File: src/rtl/muldiv_unit.sv
`default_nettype none
// ============================================================================
// Module   : muldiv_unit
// Purpose  : Multi-cycle 8-bit unsigned multiply/divide execution unit.
//            Captures two register-file operands, iterates one bit per cycle
//            (8 iterations), then drives one register-file write-back pulse.
//            Single-issue; busy lets the sequencer stall.
// Ports    : clk, rst (async, active-high)
//            start, op[1:0], src_a[7:0], src_b[7:0], dst_in[3:0], flush
//            busy, wb_we, wb_dst[3:0], wb_data[7:0]
//            op: 00 MULL, 01 MULH, 10 DIVQ, 11 DIVR
// Config   : MULDIV_DIV_EN - when defined the divider datapath is built;
//            otherwise DIVQ/DIVR complete with identical timing and
//            write back 8'h00.
// Revision : 1.0 - initial release
// ============================================================================
module muldiv_unit (
    input  logic       clk,
    input  logic       rst,
    input  logic       start,
    input  logic [1:0] op,
    input  logic [7:0] src_a,
    input  logic [7:0] src_b,
    input  logic [3:0] dst_in,
    input  logic       flush,
    output logic       busy,
    output logic       wb_we,
    output logic [3:0] wb_dst,
    output logic [7:0] wb_data
);

    typedef enum logic [1:0] {
        ST_IDLE = 2'd0,
        ST_CALC = 2'd1,
        ST_WB   = 2'd2
    } state_t;

    localparam logic [2:0] LAST_ITER = 3'd7;

    state_t      state_q, state_d;
    logic [2:0]  cnt_q, cnt_d;
    logic [1:0]  op_q, op_d;
    logic [3:0]  dst_q, dst_d;
    logic [7:0]  a_q, a_d;
    logic [7:0]  b_q, b_d;
    logic [15:0] acc_q, acc_d;
    logic        wb_we_q, wb_we_d;
    logic [3:0]  wb_dst_q, wb_dst_d;
    logic [7:0]  wb_data_q, wb_data_d;

    // Shift-add step: add A shifted by the iteration index when that bit of B is set.
    logic [15:0] w_addend;
    logic [15:0] w_acc_next;
    assign w_addend   = b_q[cnt_q] ? ({8'h00, a_q} << cnt_q) : 16'h0000;
    assign w_acc_next = acc_q + w_addend;

`ifdef MULDIV_DIV_EN
    logic [7:0] rem_q, rem_d;
    logic [7:0] quo_q, quo_d;
    logic [8:0] w_shift;
    logic [8:0] w_diff;
    logic       w_ge;
    logic [7:0] w_rem_next;
    logic [7:0] w_quo_next;

    // MSB-first: iteration k brings in dividend bit 7-k (== ~k for 3 bits).
    assign w_shift = {rem_q, a_q[~cnt_q]};
    assign w_diff  = w_shift - {1'b0, b_q};
    // The restored remainder is always below the divisor (or is a dividend
    // prefix when dividing by zero), so the shifted value never reaches
    // divisor+256 and bit 8 of the difference is exactly the borrow.
    assign w_ge       = ~w_diff[8];
    assign w_rem_next = w_ge ? w_diff[7:0] : w_shift[7:0];
    assign w_quo_next = {quo_q[6:0], w_ge};
`endif

    logic [7:0] w_result;
    always_comb begin
        w_result = 8'h00;
        case (op_q)
            2'b00:   w_result = w_acc_next[7:0];
            2'b01:   w_result = w_acc_next[15:8];
`ifdef MULDIV_DIV_EN
            2'b10:   w_result = w_quo_next;
            default: w_result = w_rem_next;
`else
            default: w_result = 8'h00;
`endif
        endcase
    end

    always_comb begin
        state_d   = state_q;
        cnt_d     = cnt_q;
        op_d      = op_q;
        dst_d     = dst_q;
        a_d       = a_q;
        b_d       = b_q;
        acc_d     = acc_q;
        wb_we_d   = 1'b0;
        wb_dst_d  = wb_dst_q;
        wb_data_d = wb_data_q;
`ifdef MULDIV_DIV_EN
        rem_d     = rem_q;
        quo_d     = quo_q;
`endif
        case (state_q)
            ST_IDLE: begin
                // flush has priority: a simultaneous request is dropped.
                if (start && !flush) begin
                    state_d = ST_CALC;
                    cnt_d   = 3'd0;
                    op_d    = op;
                    dst_d   = dst_in;
                    a_d     = src_a;
                    b_d     = src_b;
                    acc_d   = 16'h0000;
`ifdef MULDIV_DIV_EN
                    rem_d   = 8'h00;
                    quo_d   = 8'h00;
`endif
                end
            end
            ST_CALC: begin
                if (flush) begin
                    state_d = ST_IDLE;
                end else begin
                    cnt_d = cnt_q + 3'd1;
                    acc_d = w_acc_next;
`ifdef MULDIV_DIV_EN
                    rem_d = w_rem_next;
                    quo_d = w_quo_next;
`endif
                    if (cnt_q == LAST_ITER) begin
                        state_d   = ST_WB;
                        wb_we_d   = 1'b1;
                        wb_dst_d  = dst_q;
                        wb_data_d = w_result;
                    end
                end
            end
            ST_WB: begin
                state_d = ST_IDLE;
            end
            default: begin
                state_d = ST_IDLE;
            end
        endcase
    end

    always_ff @(posedge clk or posedge rst) begin
        if (rst) begin
            state_q   <= ST_IDLE;
            cnt_q     <= 3'd0;
            op_q      <= 2'b00;
            dst_q     <= 4'h0;
            a_q       <= 8'h00;
            b_q       <= 8'h00;
            acc_q     <= 16'h0000;
            wb_we_q   <= 1'b0;
            wb_dst_q  <= 4'h0;
            wb_data_q <= 8'h00;
`ifdef MULDIV_DIV_EN
            rem_q     <= 8'h00;
            quo_q     <= 8'h00;
`endif
        end else begin
            state_q   <= state_d;
            cnt_q     <= cnt_d;
            op_q      <= op_d;
            dst_q     <= dst_d;
            a_q       <= a_d;
            b_q       <= b_d;
            acc_q     <= acc_d;
            wb_we_q   <= wb_we_d;
            wb_dst_q  <= wb_dst_d;
            wb_data_q <= wb_data_d;
`ifdef MULDIV_DIV_EN
            rem_q     <= rem_d;
            quo_q     <= quo_d;
`endif
        end
    end

    assign busy    = (state_q != ST_IDLE);
    assign wb_we   = wb_we_q;
    assign wb_dst  = wb_dst_q;
    assign wb_data = wb_data_q;

endmodule
`default_nettype wire
File: config.mk
export PLATFORM = sky130hd
export DESIGN_NAME = muldiv_unit
export DESIGN_NICKNAME = d
export VERILOG_FILES = /design/src/rtl/muldiv_unit.sv
export SDC_FILE = /design/constraint.sdc
export NUM_CORES = 1
export LEC_CHECK = 0
export BUFFER_PORTS_ARGS = -buffer_cell sky130_fd_sc_hd__buf_2
export CAP_MARGIN = 20
export CORE_ASPECT_RATIO = 0.6
export CORE_UTILIZATION = 30
export CTS_CLUSTER_DIAMETER = 150
export DETAILED_ROUTE_END_ITERATION = 16
export SLEW_MARGIN = 25
export SYNTH_ARGS = -nofsm -noshare
export SYNTH_HDL_FRONTEND = slang
export SYNTH_SLANG_ARGS = --single-unit
File: constraint.sdc
create_clock -name clk -period 4.21 [get_ports clk]
set_input_delay 0.6315 -clock clk [delete_from_list [all_inputs] [get_ports clk]]
set_output_delay 0.6315 -clock clk [all_outputs]
set_load 0.03 [all_outputs]
==> results_dict.tcl <==
set metrics [dict create \
    gp_congestion 0.918 \
    synth_cells 340 \
    synth_top_area_frac 0.409 \
    dpl_cell_area_um2 3740 \
    drtIter0Drc 318 \
    worst-setup-path-type "reg2reg" \
    die_area_um2 11900 \
    worstPathRequired_ns 4.39 \
    fin_nets 419 \
    hold_ws_ns 0.491 \
    final_area_um2 3900 \
    die_h_um 84.8 \
    num_vias 2747 \
    cts_tree "yes" \
    clock_latency_ns 0.31 \
    vias_per_cell 5.33 \
    post-place-ws_ns 0.636 \
    clock-sinks 56 \
    ys_seq_area_frac 0.409 \
    hpwl_um 6580 \
    grt_max_degree 57 \
    synth_common_cells "dfrtp_1, nand2_1, mux2_2" \
    slew_viol_final 0 \
    start_util 0.316 \
    async_flop_share 1.00 \
    tightest_slew_ns 1.03 \
    worstPathMaxFanout 20 \
    wl_per_cell_um 16.8 \
    synth_cell_types 56 \
    total_power_mw 1.88 \
    cts.htree.levels 2 \
    peakVddDrop_mv 0.194 \
    slew_headroom 0.313 \
    yosysMostFrequentCell "dfrtp_1" \
    die_x_um 140 \
    cp.arrival_ns 3.81 \
    synth_ff_type "dfrtp_1" \
    cts_made_buffers 5 \
    drc 0 \
    synth.avg_cell_area_um2 10.1 \
    r2r-start "cnt_q[0]" \
    layout_setup_ws_ns 0.581 \
    first_pass_iters 4 \
    ys.warnings.count 0 \
    antenna_found_initial 0 \
    io_pins 40 \
    p_per_area_nw_per_um2 482 \
    fin_worst_skew_ns 0.00980 \
    grt_setup_unrepaired "no" \
    synth_seq_cells 56 \
    syn-num-nets 384 \
    setup_tns_ns 0 \
    row_count 29 \
    cp-startpoint "cnt_q[0]" \
    cts-root-buf "clkbuf_16" \
    grt_pass1_vias 2580 \
    synth_fa_ha_area_frac 0.0680 \
    track_usage 0.155 \
    end_kind "register" \
    postLayoutCoreUtil 0.359 \
    hp-class "reg2reg" \
    status "finished clean" \
    place_inst 507 \
    coreArea_um2 10800 \
    area_growth_pct 13.8 \
    cts-resized-gates 0 \
    start_kind "register" \
    hp-start "b_q[7]" \
    numPortBuffers 39 \
    overflow 0 \
    syn_area_um2 3420 \
    period_share 0.862 \
    antennaDiodeCount 0 \
    p_leak_nw 1.78 \
    clk_pin_slew_ns 0.08 \
    synth-compound-area-share 0.163 \
    synthMuxAreaShare 0.149 \
    synth_top_area_cell "dfrtp_1" \
    max_freq_mhz 276 \
    clockBufferDepth 2 \
    synth_xor_area_frac 0.0281 \
    cts_hold_buf 0 \
    cts_setup_buffers 0 \
    drive_gt1_frac 0.245 \
    synth-simple-area-share 0.148 \
    finalSetupViolCount 0 \
    maxCapViolCount 0 \
    grt_pass1_wl_um 14000 \
    wirelength_um 8650 \
    synth-edff-count 0 \
    ys_top_cells_by_area "dfrtp_1, mux2_2, ha_1, mux2i_1, nand2_1" \
    hold_violations 0 \
    instances_no_fill 515 \
    period_minus_slack_ns 3.63 \
    synth_top_family_by_area "compound AO/OA/AOI/OAI gates" \
    ant_nets 0 \
]
-- final cells by class --
cell class / instances / area, um^2
Fill cell: 1074 / 6950
Multi-Input combinational cell: 259 / 1910
Sequential cell: 56 / 1400
Timing Repair Buffer: 43 / 225
Tap cell: 139 / 174
Clock buffer: 5 / 125
Inverter: 10 / 37.5
Clock inverter: 3 / 28.8
-- per-layer routing --
| layer | up-vias | track usage | share of wire |
|---|---|---|---|
| li1 | 1296 | - | - |
| met1 | 1342 | 0.250 | 0.54 |
| met2 | 101 | 0.195 | 0.36 |
| met3 | 8 | 0.0456 | 0.090 |
| met4 | 0 | 0.0330 | 0.0075 |
| met5 | - | 0 | 0 |
-- cells by family after synthesis --
group / Yosys count
xor+xnor: 11
fa+ha+maj: 18
compound gates: 83
mux: 45
flops: 56
simple gates: 102
buf+inv: 25
-- cell usage in the layout, fill, tap and decap left out, types with 3 or more instances in the layout --
cell | netlist | routed
dfrtp_1 | 56 | 56
buf_2 | 6 | 39
nand2_1 | 34 | 34
mux2_2 | 27 | 27
nor2_1 | 24 | 24
a21oi_1 | 23 | 23
ha_1 | 17 | 17
o21ai_0 | 15 | 15
mux2i_1 | 14 | 14
inv_1 | 10 | 9
nand3_1 | 9 | 9
nand2b_1 | 8 | 8
xor2_1 | 6 | 6
o21ai_1 | 6 | 6
a22o_1 | 6 | 6
nor3_1 | 5 | 5
xnor2_1 | 5 | 5
a22oi_1 | 5 | 5
clkbuf_16 | 0 | 5
o211ai_1 | 4 | 4
o31ai_1 | 4 | 4
nor2b_1 | 4 | 4
buf_4 | 4 | 4
a21o_1 | 3 | 3
-- report_power, final --
group | leakage [nW] | switching [mW] | internal, mW
Combinational | 0.981 | 0.391 | 0.293
Sequential | 0.726 | 0.106 | 0.627
Clock | 0.0767 | 0.233 | 0.231
Total | 1.78 | 0.730 | 1.15
-- critical path: stages, from the launching register on --
cell and delay [ns]:
dfrtp_1 0.80, mux4_2 0.59, nand2_1 0.17, and2_1 0.28, nor2_1 0.09, ha_1 0.39, a21oi_1 0.27, nand2_1 0.14
or3_1 0.34, o2111a_1 0.14, o211ai_1 0.17, o21ai_0 0.13
-- worst paths after layout --
check	end	slack, ns	cells past startpoint
max	acc_q[13]	0.58	11
min	b_q[7]	0.49	1
max reg2reg	acc_q[13]	0.58	11
min reg2reg	b_q[7]	0.49	1
max in group asynchronous	acc_q[12]	3.22	3
min in group asynchronous	dst_q[2]	0.52	3
-- sequential cells by signal (all words and copies together) (netlist names), 2 cells and up --
| register | flops |
|---|---|
| a_q | 8 |
| wb_dst | 4 |
| state_q | 2 |
| cnt_q | 3 |
| acc_q | 16 |
| b_q | 8 |
| dst_q | 4 |
| op_q | 2 |
| wb_data | 8 |
No activity file was read; power rests on OpenSTA's default activity.
